`src/rtl/div_pkg.sv`:
```
// ---------------------------------------------------------------------------
// div_pkg
// Shared definitions for the pipelined divider:
//   - default widths for the dividend/quotient, divisor/remainder and tag
//   - datapath_len(): partial-remainder width derived from the operand widths
//   - occupancy encodings, which double as the stage FSM state encodings so
//     the occupancy output can be driven straight from the state register
// ---------------------------------------------------------------------------
package div_pkg;

    localparam int DIV_DIVIDENDLEN = 16;
    localparam int DIV_DIVISORLEN  = 8;
    localparam int DIV_TAGLEN      = 4;

    localparam logic [1:0] OCC_EMPTY = 2'd0;
    localparam logic [1:0] OCC_ONE   = 2'd1;
    localparam logic [1:0] OCC_FULL  = 2'd2;

    typedef enum logic [1:0] {
        ST_EMPTY = OCC_EMPTY,
        ST_ONE   = OCC_ONE,
        ST_FULL  = OCC_FULL
    } occ_state_e;

    function automatic int datapath_len(input int a, input int b);
        return a + b - 1;
    endfunction

endpackage

```
`src/rtl/div_stage_reg.sv`:
```
// ---------------------------------------------------------------------------
// div_stage_reg
// Registered pipeline stage between divider slices. Holds up to two
// in-flight division tokens (main + skid) so that in_ready can be a flop
// while still sustaining one token per cycle.
//
// Ports:
//   clock, reset_n          rising-edge clock, async active-low reset
//   flush                   synchronous discard of all held tokens
//   in_valid / in_ready     upstream handshake (in_ready registered)
//   in_din/divin/qin/tag/dbz token fields from the upstream slice
//   out_valid / out_ready   downstream handshake
//   out_dout/divout/qout/tag/dbz  token held in the main register
//   occupancy               number of held tokens (0, 1, 2)
// ---------------------------------------------------------------------------
module div_stage_reg
    import div_pkg::*;
#(
    parameter int DIVIDENDLEN = DIV_DIVIDENDLEN,
    parameter int DIVISORLEN  = DIV_DIVISORLEN,
    parameter int TAGLEN      = DIV_TAGLEN,
    localparam int DATAPATHLEN = datapath_len(DIVIDENDLEN, DIVISORLEN)
) (
    input  logic                   clock,
    input  logic                   reset_n,
    input  logic                   flush,
    input  logic                   in_valid,
    output logic                   in_ready,
    input  logic [DATAPATHLEN-1:0] in_din,
    input  logic [DIVISORLEN-1:0]  in_divin,
    input  logic [DIVIDENDLEN-1:0] in_qin,
    input  logic [TAGLEN-1:0]      in_tag,
    input  logic                   in_dbz,
    output logic                   out_valid,
    input  logic                   out_ready,
    output logic [DATAPATHLEN-1:0] out_dout,
    output logic [DIVISORLEN-1:0]  out_divout,
    output logic [DIVIDENDLEN-1:0] out_qout,
    output logic [TAGLEN-1:0]      out_tag,
    output logic                   out_dbz,
    output logic [1:0]             occupancy
);

    typedef struct packed {
        logic [DATAPATHLEN-1:0] dp;
        logic [DIVISORLEN-1:0]  div;
        logic [DIVIDENDLEN-1:0] q;
        logic [TAGLEN-1:0]      tag;
        logic                   dbz;
    } div_token_t;

    occ_state_e state_r;
    occ_state_e state_next_s;
    div_token_t main_r;
    div_token_t main_next_s;
    div_token_t skid_r;
    div_token_t skid_next_s;
    div_token_t in_tok_s;
    logic       in_ready_r;
    logic       in_ready_next_s;
    logic       accept_s;
    logic       emit_s;
    logic       main_valid_s;

    // A zero divisor is flagged here so later slices never need to re-detect it.
    assign in_tok_s = '{dp:  in_din,
                        div: in_divin,
                        q:   in_qin,
                        tag: in_tag,
                        dbz: in_dbz | (in_divin == {DIVISORLEN{1'b0}})};

    assign main_valid_s = (state_r != ST_EMPTY);
    assign accept_s     = in_valid & in_ready_r;
    assign emit_s       = main_valid_s & out_ready;

    // Next-state and next-data selection for the occupancy FSM.
    always_comb begin
        state_next_s = state_r;
        main_next_s  = main_r;
        skid_next_s  = skid_r;
        if (flush) begin
            // Only the valid state is dropped; data registers keep their contents.
            state_next_s = ST_EMPTY;
        end else begin
            case (state_r)
                ST_EMPTY: begin
                    if (accept_s) begin
                        state_next_s = ST_ONE;
                        main_next_s  = in_tok_s;
                    end else begin
                        state_next_s = ST_EMPTY;
                    end
                end
                ST_ONE: begin
                    if (accept_s && emit_s) begin
                        // Replace main in place: no bubble on streaming traffic.
                        state_next_s = ST_ONE;
                        main_next_s  = in_tok_s;
                    end else if (accept_s) begin
                        state_next_s = ST_FULL;
                        skid_next_s  = in_tok_s;
                    end else if (emit_s) begin
                        state_next_s = ST_EMPTY;
                    end else begin
                        state_next_s = ST_ONE;
                    end
                end
                ST_FULL: begin
                    // in_ready is low here, so only the skid-to-main move can happen.
                    if (emit_s) begin
                        state_next_s = ST_ONE;
                        main_next_s  = skid_r;
                    end else begin
                        state_next_s = ST_FULL;
                    end
                end
                default: begin
                    state_next_s = ST_EMPTY;
                end
            endcase
        end
        // Ready is low exactly while the skid entry will be occupied.
        in_ready_next_s = (state_next_s != ST_FULL);
    end

    // State, ready and token registers.
    always_ff @(posedge clock or negedge reset_n) begin
        if (!reset_n) begin
            state_r    <= ST_EMPTY;
            in_ready_r <= 1'b0;
            main_r     <= '0;
            skid_r     <= '0;
        end else begin
            state_r    <= state_next_s;
            in_ready_r <= in_ready_next_s;
            main_r     <= main_next_s;
            skid_r     <= skid_next_s;
        end
    end

    assign in_ready   = in_ready_r;
    assign out_valid  = main_valid_s;
    assign out_dout   = main_r.dp;
    assign out_divout = main_r.div;
    assign out_qout   = main_r.q;
    assign out_tag    = main_r.tag;
    assign out_dbz    = main_r.dbz;
    assign occupancy  = state_r;

endmodule
```
`config.mk`:
```
export PLATFORM = sky130hd
export DESIGN_NAME = div_stage_reg
export DESIGN_NICKNAME = d
export VERILOG_FILES = /design/src/rtl/div_pkg.sv /design/src/rtl/div_stage_reg.sv
export SDC_FILE = /design/constraint.sdc
export NUM_CORES = 1
export LEC_CHECK = 0
export CAP_MARGIN = 20
export CORE_UTILIZATION = 30
export CTS_BUF_LIST = sky130_fd_sc_hd__clkbuf_4 sky130_fd_sc_hd__clkbuf_8 sky130_fd_sc_hd__clkbuf_16
export DETAILED_ROUTE_END_ITERATION = 12
export PLACE_DENSITY_LB_ADDON = 0.3
export SLEW_MARGIN = 15
export SYNTH_ARGS = -nofsm -noshare
export SYNTH_HDL_FRONTEND = slang
export SYNTH_SLANG_ARGS = --single-unit
```
`constraint.sdc`:
```
create_clock -name clock -period 2.1 [get_ports clock]
set_clock_uncertainty 0.2 [all_clocks]
set_input_delay 0.42 -clock clock [delete_from_list [all_inputs] [get_ports clock]]
set_output_delay 0.42 -clock clock [all_outputs]
set_load 0.01 [all_outputs]
```
Word-level counts from Yosys, hierarchy flattened
Index checks and enable logic that the tools add are counted.
{ "classes": {"n_eq_ne": 6, "n_mux": 11, "bitwise_logic": 5, "n_reduce_logical": 7} }
{ "ops": {"columns": ["op", "n"], "rows": [
  ["2-to-1 mux 52 bit", 3],
  ["case mux 52 bit (3 select lines)", 1],
  ["logical NOT 8 bit", 1],
  ["2-to-1 mux 2 bit", 4],
  ["!= test 2 bit, second input constant", 4],
  ["case mux 2 bit (3 select lines)", 1],
  ["AND reduction 5 bit", 1],
  ["AND reduction 4 bit", 1],
  ["nonzero test 3 bit", 1],
  ["bitwise AND 1 bit", 2],
  ["== test 2 x 1 -> 1 bit, second input constant", 1],
  ["== test 2 bit, second input constant", 1],
  ["logical NOT 2 bit", 1],
  ["2-to-1 mux 1 bit", 2],
  ["inverter 1 bit", 2],
  ["nonzero test 2 bit", 1],
  ["logical AND 1 bit", 1],
  ["OR 1 bit", 1]
]} }
{ "totals": {"ff_bits": 107, "inputBits": 57, "out_inout_bits": 56, "wordCells": 41} }

Logic depth before layout (Yosys ltp)
{ "depth": {"depth_word": 8, "depth_mapped": 10, "depth_no_buf": 7} }

Worst setup path before layout
Ideal clock, no wire load.
{ "synth_path": {"path_type": "reg-to-reg", "from": "register state_r[0] (netlist: occupancy[0])", "to": "register skid_r[42] in the netlist's numbering", "arrival_time_ns": 2.058, "setup_slack_ns": -0.283, "stages_incl_launch_ff": 11, "cell_sequence": "dfrtp_1 > buf_2 > or2_2 > nand2_1 > inv_1 > ha_1 > nor2_1 > and3_1 > buf_2 > buf_4 > mux2_2"} }
{ "synth_via": {"elab_chain_cells": 5} }
{ "synth_rtl": {"columns": ["element", "line_no", "source"], "rows": [
  ["from (decl)", "div_stage_reg.sv:52", "occ_state_e state_r;"],
  ["from (signal assigned)", "div_stage_reg.sv:134", "state_r <= state_next_s;"],
  ["nonzero test 2 bit", "div_stage_reg.sv:72", "assign main_valid_s = (state_r != ST_EMPTY);"],
  ["via out_valid", "div_stage_reg.sv:34", "output logic out_valid,"],
  ["bitwise AND 1 bit", "div_stage_reg.sv:74", "assign emit_s = main_valid_s & out_ready;"],
  ["logical AND 1 bit", "div_stage_reg.sv:95", "if (accept_s && emit_s) begin"],
  ["inverter 1 bit (no line)", null, null],
  ["AND reduction 4 bit (no line)", null, null],
  ["to (signal assigned)", "div_stage_reg.sv:137", "skid_r <= skid_next_s;"],
  ["to (decl)", "div_stage_reg.sv:56", "div_token_t skid_r;"]
]} }
The timed path passes the listed nets, and every way through them passes these cells.
A chain may end at the register's enable or synchronous reset.

Final worst setup path
{ "layout_path": {"from": "register state_r[1] (netlist: occupancy[1])", "to": "register main_r (netlist bit out_dout[16])"} }
{ "layout_via": {"elab_chain_cells": 5} }
{ "layout_rtl": {"columns": ["element", "line_no", "source"], "rows": [
  ["nonzero test 2 bit", "div_stage_reg.sv:72", null],
  ["bitwise AND 1 bit", "div_stage_reg.sv:74", null],
  ["logical AND 1 bit", "div_stage_reg.sv:95", null],
  ["!= test 2 bit (no line)", null, null],
  ["AND reduction 5 bit (no line)", null, null],
  ["to (signal assigned)", "div_stage_reg.sv:136", "main_r <= main_next_s;"],
  ["to (decl)", "div_stage_reg.sv:54", "div_token_t main_r;"]
]} }
Parallel ways exist; a longest one is shown, timed or not.

==> impl_metrics.toml <==
[synth]
synth_compound_area_share_pct = 1.54
synth_top_family_by_area = "multiplexers"
yosys.area_share.simple_pct = 2.80
ys_seq_elements = 107
syn-cell-area_um2 = 4790
seq_area_frac_synth_pct = 55.9
yosys_warnings = 0
synth_adder_area_share_pct = 0.523
syn_nets = 369
synth_cells = 310
synth.area.mux_share_pct = 36.2
synth_xor_area_share_pct = 0
synthDistinctLibCells = 28
syn_area_per_cell_um2 = 15.4

[power_and_ir_drop]
p_sw_share_pct = 25.7
p_seq_share_pct = 43.5
internal_power_mw = 5.35
peakVddDrop_mv = 0.585
clock_power_share_pct = 22.2
power.switching_mw = 1.85
power_leakage_nw = 3.24
p_comb_share_pct = 34.3
power.density_nw_per_um2 = 955

[clocking]
clkLatencyLatePin_ns = 0.35
clkTransAtPathRegs_ns = 0.07
cts_tree = "yes"
root_buffer = "clkbuf_16"
clock_path_buffers = 2
htreeDepth = 3
cts_buffers = 9
cts.sinks = 107

[detailed_routing]
via_per_inst = 4.59
drcViolationCount = 0
routed_wirelength_um = 12100
drtIter0Drc = 68
dr.pass1.iters = 4
wire_per_inst_um = 17.7
antenna_left = 0
vias = 3144

[sta]
worst_hold_slack_ns = 0.289
rsz0062_at_grt = "true"
maxSlewHeadroom_pct = 68.0
fin_ws_ns = -0.128
worst_pin_slew_ns = 0.476
setup_violations = 94
period_needed_ns = 2.23
fmax_ghz = 0.449
slew_violations = 0
hold_violations = 0
fin_crit_sh_pct = 106

[floorplan]
die_w_um = 128
die-area_um2 = 16500
fp.coreArea_um2 = 15400
dieHeight_um = 128
start_util_pct = 31.2
io_pins = 113
rows = 45

[placement]
hpwl_um = 7110
place_inst = 642
gp_congestion = 0.780
port_buffers = 112
post_dp_cell_area_um2 = 6570

[worst_setup_path]
critPathArrivalTime_ns = 2.26
end_kind = "flop"
crit_type = "reg -> reg"
crit_required_ns = 2.13
cp_max_fo = 5
setup.worst_path.start_class = "flop"

[layout]
final_common_cell = "clkdlybuf4s50_1"
layout-drive-gt1-share_pct = 49.8
stdcell_count = 685
finish.utilization_pct = 49.0
fin_area_um2 = 7540
mostFrequentLayoutCells = "108 x clkdlybuf4s50_1, 106 x dfrtp_1, 96 x mux2_4"
diodes = 0
fin_nets = 530
area_growth_pct = 57.4

[grt]
grt_overflow = 0
antenna_found_initial = 0
grt_pass1_wl_um = 19200
track_usage_pct = 15.4
first_global_vias = 3515
grt_max_degree = 40

[run]
cap_violations = 0

[status]
failed_checks = "setup timing"
status = "finished with violations"

[worst_hold_path]
hp-class = "reg -> reg"
logic make-up (layout without fill, tap and decap cells):
family                   after synthesis  in the layout
multiplexers                         154            154
flip-flops                           107            107
buffers and inverters                 21            185
AND/OR/NAND/NOR                       18             18
AO/OA/AOI/OAI                          8              8
adder cells (fa/ha/maj)                2              2
sequential cells by signal, summed over array words and instances (netlist names):
register    flops
out_divout      8
skid_r         52
out_dbz         1
out_tag         4
occupancy       2
in_ready        1
out_qout       16
out_dout       23
synth_stat cells:
master	number	area, um^2
a2bb2oi_1	1	8.76
a311oi_1	1	8.76
a21o_1	1	7.51
nand2b_1	1	6.26
a31oi_4	1	21.3
nor2b_1	2	12.5
buf_2	8	40.0
nand3b_1	3	22.5
nor4_1	2	12.5
dfrtp_1	107	2680
mux2_2	131	1480
or2_2	1	6.26
a211o_1	1	8.76
and2_1	1	6.26
nor2_1	2	7.51
mux2i_1	1	10.0
inv_1	3	11.3
nand4bb_1	1	11.3
buf_4	5	37.5
ha_1	2	25.0
nand2_1	2	7.51
a21oi_1	2	10.0
and3_1	1	6.26
buf_6	5	56.3
mux2_1	22	248
nand4bb_4	1	27.5
nor3b_1	1	7.51
o2bb2ai_1	1	8.76
cell type report:
cell class	instances	area, um^2
Multi-Input combinational cell	182	2390
Tap cell	211	264
Fill cell	1297	7830
Inverter	3	11.3
Clock buffer	12	260
Sequential cell	107	2680
Timing Repair Buffer	168	1920
Clock inverter	2	12.5
power groups by stage:
stage | sequential (mW) | clock (mW) | combinational, mW
6_report | 3.13 | 1.60 | 2.47
5_1_grt | 3.21 | 1.73 | 2.63
4_1_cts | 3.13 | 1.66 | 2.44
3_5_place_dp | 3.13 | 0 | 2.10
3_3_place_gp | 3.11 | 0 | 2.06
2_1_floorplan | 3.19 | 0 | 1.01
metrics by stage:
step	setup TNS [ns]	power [mW]	setup slack, ns
after floorplan	-6.81	4.20	-0.0905
after global placement	-39.16	5.17	-0.486
after detailed placement	-41.67	5.24	-0.533
after CTS	-6.52	7.23	-0.114
after global routing	-15.19	7.58	-0.187
final	-7.70	7.20	-0.128
worst paths after layout:
kind | slack, ns | end | start | cells after the start
max in group asynchronous | 0.77 | out_dout[7] | reset_n | 3
worst min-delay path | 0.29 | skid_r[19] | skid_r[19] | 1
worst max-delay path | -0.13 | out_dout[16] | occupancy[1] | 10
min in group asynchronous | 0.30 | out_dout[19] | reset_n | 2
worst min register to register | 0.29 | skid_r[19] | skid_r[19] | 1
worst max register to register | -0.13 | out_dout[16] | occupancy[1] | 10
worst max-delay path, cell delays in order (launching register included):
cell	delay [ns]
dfrtp_2	0.40
or2_4	0.26
nand2_2	0.07
inv_2	0.04
ha_4	0.14
nand3b_1	0.14
a31oi_4	0.11
buf_6	0.14
buf_12	0.15
clkbuf_16	0.17
mux2_4	0.29
per-layer routing:
metal	up-vias	part of all wire [%]	track usage (%)	wire (um)
met1	1619	48	21.1	5860
met3	9	4.9	4.16	593
met4	0	1.1	4.36	138
li1	1438	-	-	-
met5	-	0	0	0
met2	78	46	23.8	5540
timing repair:
action | in CTS | in global routing
pin swaps | 6 | 5
setup buffers | 20 | 4
endpoints found under the setup margin | 103 | 107
resized for setup | 62 | 13
hold buffers | 1 | 0
endpoints found under the hold margin | 15 | 0
gates cloned | 7 | 4
Power figures use the tool's default switching activity.
